`src/rtl/mux_pkg.sv`:
```
// Shared constants and the round-robin pick function for stream_mux.
// The pick function is also the bench's reference model.
package mux_pkg;

  localparam logic MODE_FIXED = 1'b0;
  localparam logic MODE_RR    = 1'b1;
  localparam int   MAX_N      = 16;

  // Returns {found, index}; search starts at last+1 and wraps at n.
  function automatic logic [4:0] rr_pick(
    input logic [15:0] req,
    input logic [3:0]  last,
    input int          n
  );
    logic [4:0] r;
    int idx;
    r = '0;
    for (int k = MAX_N; k >= 1; k--) begin
      if (k <= n) begin
        idx = int'(last) + k;
        if (idx >= n) idx = idx - n;
        if (req[4'(idx)]) r = {1'b1, 4'(idx)};
      end
    end
    return r;
  endfunction

endpackage

```
`src/rtl/rr_arbiter.sv`:
```
// Combinational round-robin arbiter over N requests.
module rr_arbiter
  import mux_pkg::*;
#(
  parameter  int N     = 4,
  localparam int SEL_W = $clog2(N)
) (
  input  logic [N-1:0]     req,
  input  logic [SEL_W-1:0] last,
  output logic             grant_valid,
  output logic [SEL_W-1:0] grant
);

  logic [4:0] pick;

  assign pick        = rr_pick(16'(req), 4'(last), N);
  assign grant_valid = pick[4];
  assign grant       = SEL_W'(pick[3:0]);

endmodule

```
`src/rtl/stream_mux.sv`:
```
// N:1 valid/ready stream mux, fixed or round-robin select,
// single registered output stage.
module stream_mux
  import mux_pkg::*;
#(
  parameter  int WIDTH = 8,
  parameter  int N     = 4,
  localparam int SEL_W = $clog2(N)
) (
  input  logic               clk,
  input  logic               rst_n,
  input  logic [N*WIDTH-1:0] in_data,
  input  logic [N-1:0]       in_valid,
  output logic [N-1:0]       in_ready,
  input  logic               mode,
  input  logic [SEL_W-1:0]   sel,
  output logic [WIDTH-1:0]   out_data,
  output logic               out_valid,
  input  logic               out_ready,
  output logic [SEL_W-1:0]   out_ch
);

  logic [WIDTH-1:0] data_q, data_d;
  logic [SEL_W-1:0] ch_q, ch_d;
  logic [SEL_W-1:0] last_q, last_d;
  logic             valid_q, valid_d;

  logic             rr_gv;
  logic [SEL_W-1:0] rr_g;
  logic             gv;
  logic [SEL_W-1:0] g;
  logic             sel_ok;
  logic             can_accept;
  logic             xfer;

  rr_arbiter #(.N(N)) u_arb (
    .req         (in_valid),
    .last        (last_q),
    .grant_valid (rr_gv),
    .grant       (rr_g)
  );

  // sel can exceed N-1 only when N is not a power of two
  assign sel_ok = 32'(sel) < N;

  always_comb begin
    gv = 1'b0;
    g  = '0;
    if (mode == MODE_RR) begin
      gv = rr_gv;
      g  = rr_g;
    end else begin
      gv = sel_ok & in_valid[sel];
      g  = sel;
    end
  end

  assign can_accept = !valid_q | out_ready;
  assign xfer       = can_accept & gv;
  assign in_ready   = xfer ? (N'(1) << g) : '0;

  always_comb begin
    data_d  = data_q;
    ch_d    = ch_q;
    valid_d = valid_q;
    last_d  = last_q;
    if (xfer) begin
      data_d  = in_data[g*WIDTH +: WIDTH];
      ch_d    = g;
      valid_d = 1'b1;
      if (mode == MODE_RR) last_d = g;
    end else if (out_ready) begin
      valid_d = 1'b0;
    end
  end

  always_ff @(posedge clk or negedge rst_n) begin
    if (!rst_n) begin
      data_q  <= '0;
      ch_q    <= '0;
      valid_q <= 1'b0;
      last_q  <= SEL_W'(N - 1);
    end else begin
      data_q  <= data_d;
      ch_q    <= ch_d;
      valid_q <= valid_d;
      last_q  <= last_d;
    end
  end

  assign out_data  = data_q;
  assign out_ch    = ch_q;
  assign out_valid = valid_q;

endmodule
```
`config.mk`:
```
export PLATFORM = sky130hd
export DESIGN_NAME = stream_mux
export DESIGN_NICKNAME = d
export VERILOG_FILES = /design/src/rtl/mux_pkg.sv /design/src/rtl/rr_arbiter.sv /design/src/rtl/stream_mux.sv
export SDC_FILE = /design/constraint.sdc
export NUM_CORES = 1
export LEC_CHECK = 0
export BUFFER_PORTS_ARGS = -buffer_cell sky130_fd_sc_hd__buf_4
export CORE_MARGIN = 4
export CORE_UTILIZATION = 46
export CTS_CLUSTER_SIZE = 28
export DETAILED_ROUTE_END_ITERATION = 16
export PLACE_DENSITY = 0.77
export SLEW_MARGIN = 40
export SYNTH_ARGS = -nofsm -noshare
export SYNTH_HDL_FRONTEND = slang
export SYNTH_SLANG_ARGS = --single-unit
```
`constraint.sdc`:
```
create_clock -name clk -period 2.7 [get_ports clk]
set_input_delay 0.27 -clock clk [delete_from_list [all_inputs] [get_ports clk]]
set_output_delay 0.27 -clock clk [all_outputs]
set_load 0.01 [all_outputs]
```
# Word-level counts from Yosys, hierarchy flattened

Index checks and enable logic that the tools add are counted.

Mux-type cells: 27
Add/sub/neg operators: 8
Magnitude comparators: 9
Reduce and logical (&&, ||, !) cells: 3
Bitwise gates (word level): 2
Shift-type cells: 2

Operators by type and width:

| cell                                                                          | number |
|---|---|
| 32-bit by 4-bit >= comparator with 1-bit output (second input constant)       | 4 |
| 32-bit by 6-bit indexed part select with 8-bit output                         | 1 |
| 4-bit by 6-bit less-than comparator with 1-bit output (second input constant) | 4 |
| 4-bit 2-to-1 mux                                                              | 5 |
| 5-bit 2-to-1 mux                                                              | 4 |
| 1-bit binary-select mux with 4-bit select                                     | 4 |
| 4-bit subtractor (second input constant)                                      | 4 |
| 1-bit 2-to-1 mux                                                              | 12 |
| 2-bit by 2-bit adder with 3-bit output (second input constant)                | 2 |
| 2-bit by 3-bit adder with 4-bit output (second input constant)                | 1 |
| 1-bit by 2-bit << shifter with 4-bit output (first input constant)            | 1 |
| 2-bit by 1-bit adder with 3-bit output (second input constant)                | 1 |
| 2-bit by 3-bit less-than comparator with 1-bit output (second input constant) | 1 |
| 1-bit binary-select mux with 2-bit select                                     | 1 |
| 2-bit 2-to-1 mux                                                              | 1 |
| 2-bit AND reduction                                                           | 1 |
| 2-bit nonzero test                                                            | 1 |
| 1-bit AND                                                                     | 1 |
| 1-bit zero test                                                               | 1 |
| 1-bit OR                                                                      | 1 |

Output and inout port bits: 15
Register bits after elaboration: 13
Word-level logic and storage cells: 55

# Logic depth before layout (Yosys ltp)

Depth after elaboration: 13
Depth in mapped cells: 12
Gate-level depth less buffers: 8

# Cells and area by module

Synthesis repeated with hierarchy kept, for this count alone.

Cell total of the unflattened synthesis: 89
Area total of the unflattened synthesis: 1126.1 um^2

By module, submodules not included:

| module     | seq. area each (um^2) | area each (um^2) | cells each | instances |
|---|---|---|---|---|
| stream_mux | 327.8                 | 797.0            | 51         | 1 |
| rr_arbiter | 0.0                   | 329.1            | 38         | 1 |

# Worst setup path before layout

Ideal clock, no wire load.

Path type: flip-flop to output port
Start: register last_q[0]
End: output port in_ready[0]
Cell stages (with the launch flop): 12
Required time: 2430 ps
Data arrival time: 2824 ps
Path slack: -394 ps
Path buffers: 3
Cell sequence: dfstp_2 -> buf_6 -> inv_1 -> ha_1 -> clkbuf_1 -> mux2i_1 -> mux2i_1 -> a211oi_1 -> o221a_1 -> buf_6 -> nor2_1 -> nor3_1

Cells in the longest elaborated chain, start to end: 13
Elaborated cells between the ends (all ways): 37

Ends and longest elaborated chain:

| item                                                                                       | line                               | text |
|---|---|---|
| start, declared                                                                            | stream_mux.sv:25                   | `logic [SEL_W-1:0] last_q, last_d;` |
| start signal, assigned                                                                     | stream_mux.sv:82                   | `last_q <= SEL_W'(N - 1);` |
| start signal, assigned                                                                     | stream_mux.sv:87                   | `last_q <= last_d;` |
| 2-bit by 3-bit adder with 4-bit output                                                     | mux_pkg.sv:20                      | `idx = int'(last) + k;` |
| 32-bit by 4-bit >= comparator with 1-bit output / 4-bit subtractor (equally long branches) | mux_pkg.sv:21                      | `if (idx >= n) idx = idx - n;` |
| 4-bit 2-to-1 mux                                                                           | mux_pkg.sv:21                      |  |
| 1-bit binary-select mux with 4-bit select                                                  | mux_pkg.sv:22                      | `if (req[4'(idx)]) r = {1'b1, 4'(idx)};` |
| 1-bit 2-to-1 mux (implied by the code) (2 in series)                                       | mux_pkg.sv:22                      |  |
| 5-bit 2-to-1 mux (3 in series)                                                             | mux_pkg.sv:22                      |  |
| 5-bit 2-to-1 mux *                                                                         | mux_pkg.sv:22                      |  |
| 2-bit 2-to-1 mux / 1-bit 2-to-1 mux (equally long branches)                                | stream_mux.sv:49                   | `if (mode == MODE_RR) begin` |
| 1-bit by 2-bit << shifter with 4-bit output / 1-bit AND (equally long branches)            | stream_mux.sv:60, stream_mux.sv:59 |  |
| 4-bit 2-to-1 mux *                                                                         | stream_mux.sv:60                   | `assign in_ready = xfer ? (N'(1) << g) : '0;` |
| end, declared                                                                              | stream_mux.sv:14                   | `output logic [N-1:0] in_ready,` |

Every way passes the cells marked *; elsewhere a longest branch is shown, timed or not. The select of a mux whose other input is x is not followed.

# Worst setup path after layout

Start: register last_q[0]
End: output port in_ready[2]

The elaborated chain is that of the path after synthesis.

==> impl_metrics.toml <==
[logic_synthesis]
ys_seq_elements = 13
ys_warn_count = 0
syn_area_mm2 = 0.001625
synth_top_area_cell = "dfrtp_1"
synthCells = 221
synth_top_area_share_pct = 16.94
post_synth.cell_area_avg_um2 = 7.354
syn_nets = 268
ys_seq_area_share_pct = 20.17
synthTopCellsByArea = "dfrtp_1 (17%), nand2_1 (10%), o2111ai_1 (8.6%)"
ys_types = 43

[final_layout]
n_fill_cell = 238
syn2layout_area_growth_pct = 62.97
fin_nets = 347
mostFrequentLayoutCell = "buf_4"
final_cells = 345
fin_area_mm2 = 0.002649
insertedDiodeCount = 0
layout-drive-gt1-share_pct = 47.83
utilization_pct = 78.76
final_cell_mix = "buf_4 (86), nand2_1 (43), o21ai_0 (20)"

[cts]
cts_sinks = 13
numCtsBuffers = 3
clock-root-buffer = "clkbuf_4"
clock_latency_ns = 0.27
cts_tree = "done"
clk_path_buf_depth = 2
path_clk_slew_ns = 0.07
htree_levels = 1

[floorplanning]
ios = 57
rows = 21
die_h_um = 67.44
die_area_mm2 = 0.004548
initial_utilization_pct = 48.33
die_w_um = 67.44
coreArea_mm2 = 0.003363

[timing]
worst_slack_ns = -0.2375
report.final.slew_viol_count = 0
period_minus_slack_ns = 2.938
hold_viol_final = 0
fin_crit_sh_pct = 108.8
setup_tns_ns = -1.103
fmax_mhz = 340.4
clock_skew_ns = 0.004342
final-setup-viol-count = 11
rsz0062_at_grt = "true"
max_slew_margin_pct = 57.99
tightest_slew_ns = 0.6278

[detailed_routing]
dr.pass1.iters = 4
remaining_drc_errors = 0
via_per_inst = 6.003
drtIter0Drc = 167
ant_nets = 0
wl_per_cell_um = 16.64
wl_um = 5742
dr_total_vias = 2071

[setup_path]
cp_data_arrival_time_ns = 2.67
worstPathRequired_ns = 2.43
cp_cell_sequence = "mux2_4, and3_4, or4_4, o221a_4, nor2_4, nor3_2, buf_4"
path_buf_inv = 1
crit_fanout = 7
crit_cells = 7
rr_worst_depth = 7
path_class = "register to output port"
cpPeakStageDelay_ns = 0.70
end_kind = "output port"
startpoint_type = "register"
critical_path.slowest_cell = "dfstp_4"
crit_family = "simple AND/OR/NAND/NOR gates"

[pwr]
ir_worst_vdd_v = 0.001007
p_per_area_mw_per_mm2 = 1208
p_leak_uw = 0.001142
total_power_uw = 3199

[placed_design]
placed_area_mm2 = 0.002344
gp_congestion = 0.9419
dp.cells = 332
hpwl_um = 4253
io_buffers = 56

[global_routing]
grt_max_degree = 27
grt_antenna_before_repair = 0
gr-usage-all-layers_pct = 24.84
first_global_vias = 1792
gr-total-overflow = 0
grt_pass1_wl_um = 8776

[run_status]
failed_checks = "setup timing"
run_status = "finished with violations"

[min_path]
worstHoldPathType = "input pin to register"
hold_depth = 3

[flow_run]
cap_viol_max_count = 0
## power by group
group | internal [uW] | switching [uW] | total (uW)
Sequential | 307 | 91.1 | 398
Clock | 57.2 | 59.6 | 117
Combinational | 1320 | 1360 | 2680
Total | 1680 | 1520 | 3200
## repair_timing
action                                 4_1_cts  5_1_grt
resized for setup                           20       18
hold buffers                                 1        0
setup endpoints to repair                   10       13
cloned                                       1        0
buffers inserted                             3        5
pin swaps                                    8       10
endpoints found under the hold margin       11        0
## cell type report
type	count	area [um2]	area share, %
timing repair buffer	96	804.5	30.37
multi-input combinational	182	1406	53.09
inverter	4	22.52	0.8503
clock buffer	4	26.28	0.9920
sequential	13	331.6	12.52
tap	46	57.56	2.173
## cells in the mapped netlist, drive strengths merged
cell type  instances
clkbuf            16
a211oi            11
a41oi              1
buf                6
o41a               1
dfstp              2
mux4               1
nor3               6
o22ai              1
inv                4
a211o              1
or4                1
nand2             45
or2                1
o21a               2
nor4               8
a221oi             1
o211a              2
a41o               1
o311ai             1
a21bo              1
and3               1
a2bb2oi            1
mux2i              5
nor2b              3
o2111ai           16
mux2               4
nor2               5
o221a              1
nand2b             3
xnor2              1
ha                 5
o221ai             2
o21ai             21
dfrtp             11
and2               2
o31ai              8
a21oi             19
## logic make-up (layout without fill, tap and decap cells)
group,count (synthesis),count (layout),share of synthesized area (%)
muxes,10,10,7.467
adders and majority gates,5,5,3.849
xor gates and xnor gates,1,1,0.5390
DFF,13,13,20.17
AOI/OAI and AO/OA,91,91,39.49
and+or+nand+nor,75,75,21.32
buffers and inverters,26,104,7.159
## worst register-to-register path, stage by stage, from the launching register on
cell and delay [ns]:
dfstp_4 0.70, mux2_4 0.32, and3_4 0.17, or4_4 0.56, o221a_4 0.34, buf_4 0.15
nor4_1 0.30, o31ai_1 0.10
## per-layer routing
| metal | GRT usage (%) | routed length (um) | share of wire (%) | vias to the layer above |
|---|---|---|---|---|
| met5 | 0 | 0 | 0 | - |
| met4 | 3.291 | 31 | 0.54 | 0 |
| met3 | 1.664 | 407 | 7.1 | 5 |
| met2 | 39.39 | 2818 | 49 | 93 |
| met1 | 37.59 | 2483 | 43 | 966 |
| li1 | - | - | - | 1007 |
## registers in the layout, indices dropped and copies added (netlist names)
| register | count |
|---|---|
| last_q | 2 |
| out_ch | 2 |
| out_data | 8 |
| out_valid | 1 |
## path summary, 6_finish.rpt
check,slack (ns),to,startpoint
max in group asynchronous,2.09,last_q[1],rst_n
min in group asynchronous,0.37,out_data[7],rst_n
min,0.36,out_valid,out_ready
max reg2reg,-0.05,out_data[5],last_q[0]
max,-0.24,in_ready[2],last_q[0]
min reg2reg,0.49,out_data[7],out_data[7]
## stage by stage
| stage | setup WS [ns] | hold slack [ns] |
|---|---|---|
| 5_1_grt | -0.3669 | 0.3713 |
| 4_1_cts | -0.2365 | 0.3625 |
| 2_1_floorplan | 0.002670 | -0.02559 |
| 3_5_place_dp | -0.07719 | 0.1200 |
| 3_3_place_gp | -0.02297 | 0.1181 |
| 6_report | -0.2375 | 0.3636 |
Note: power is estimated with default switching activity, not from simulation.
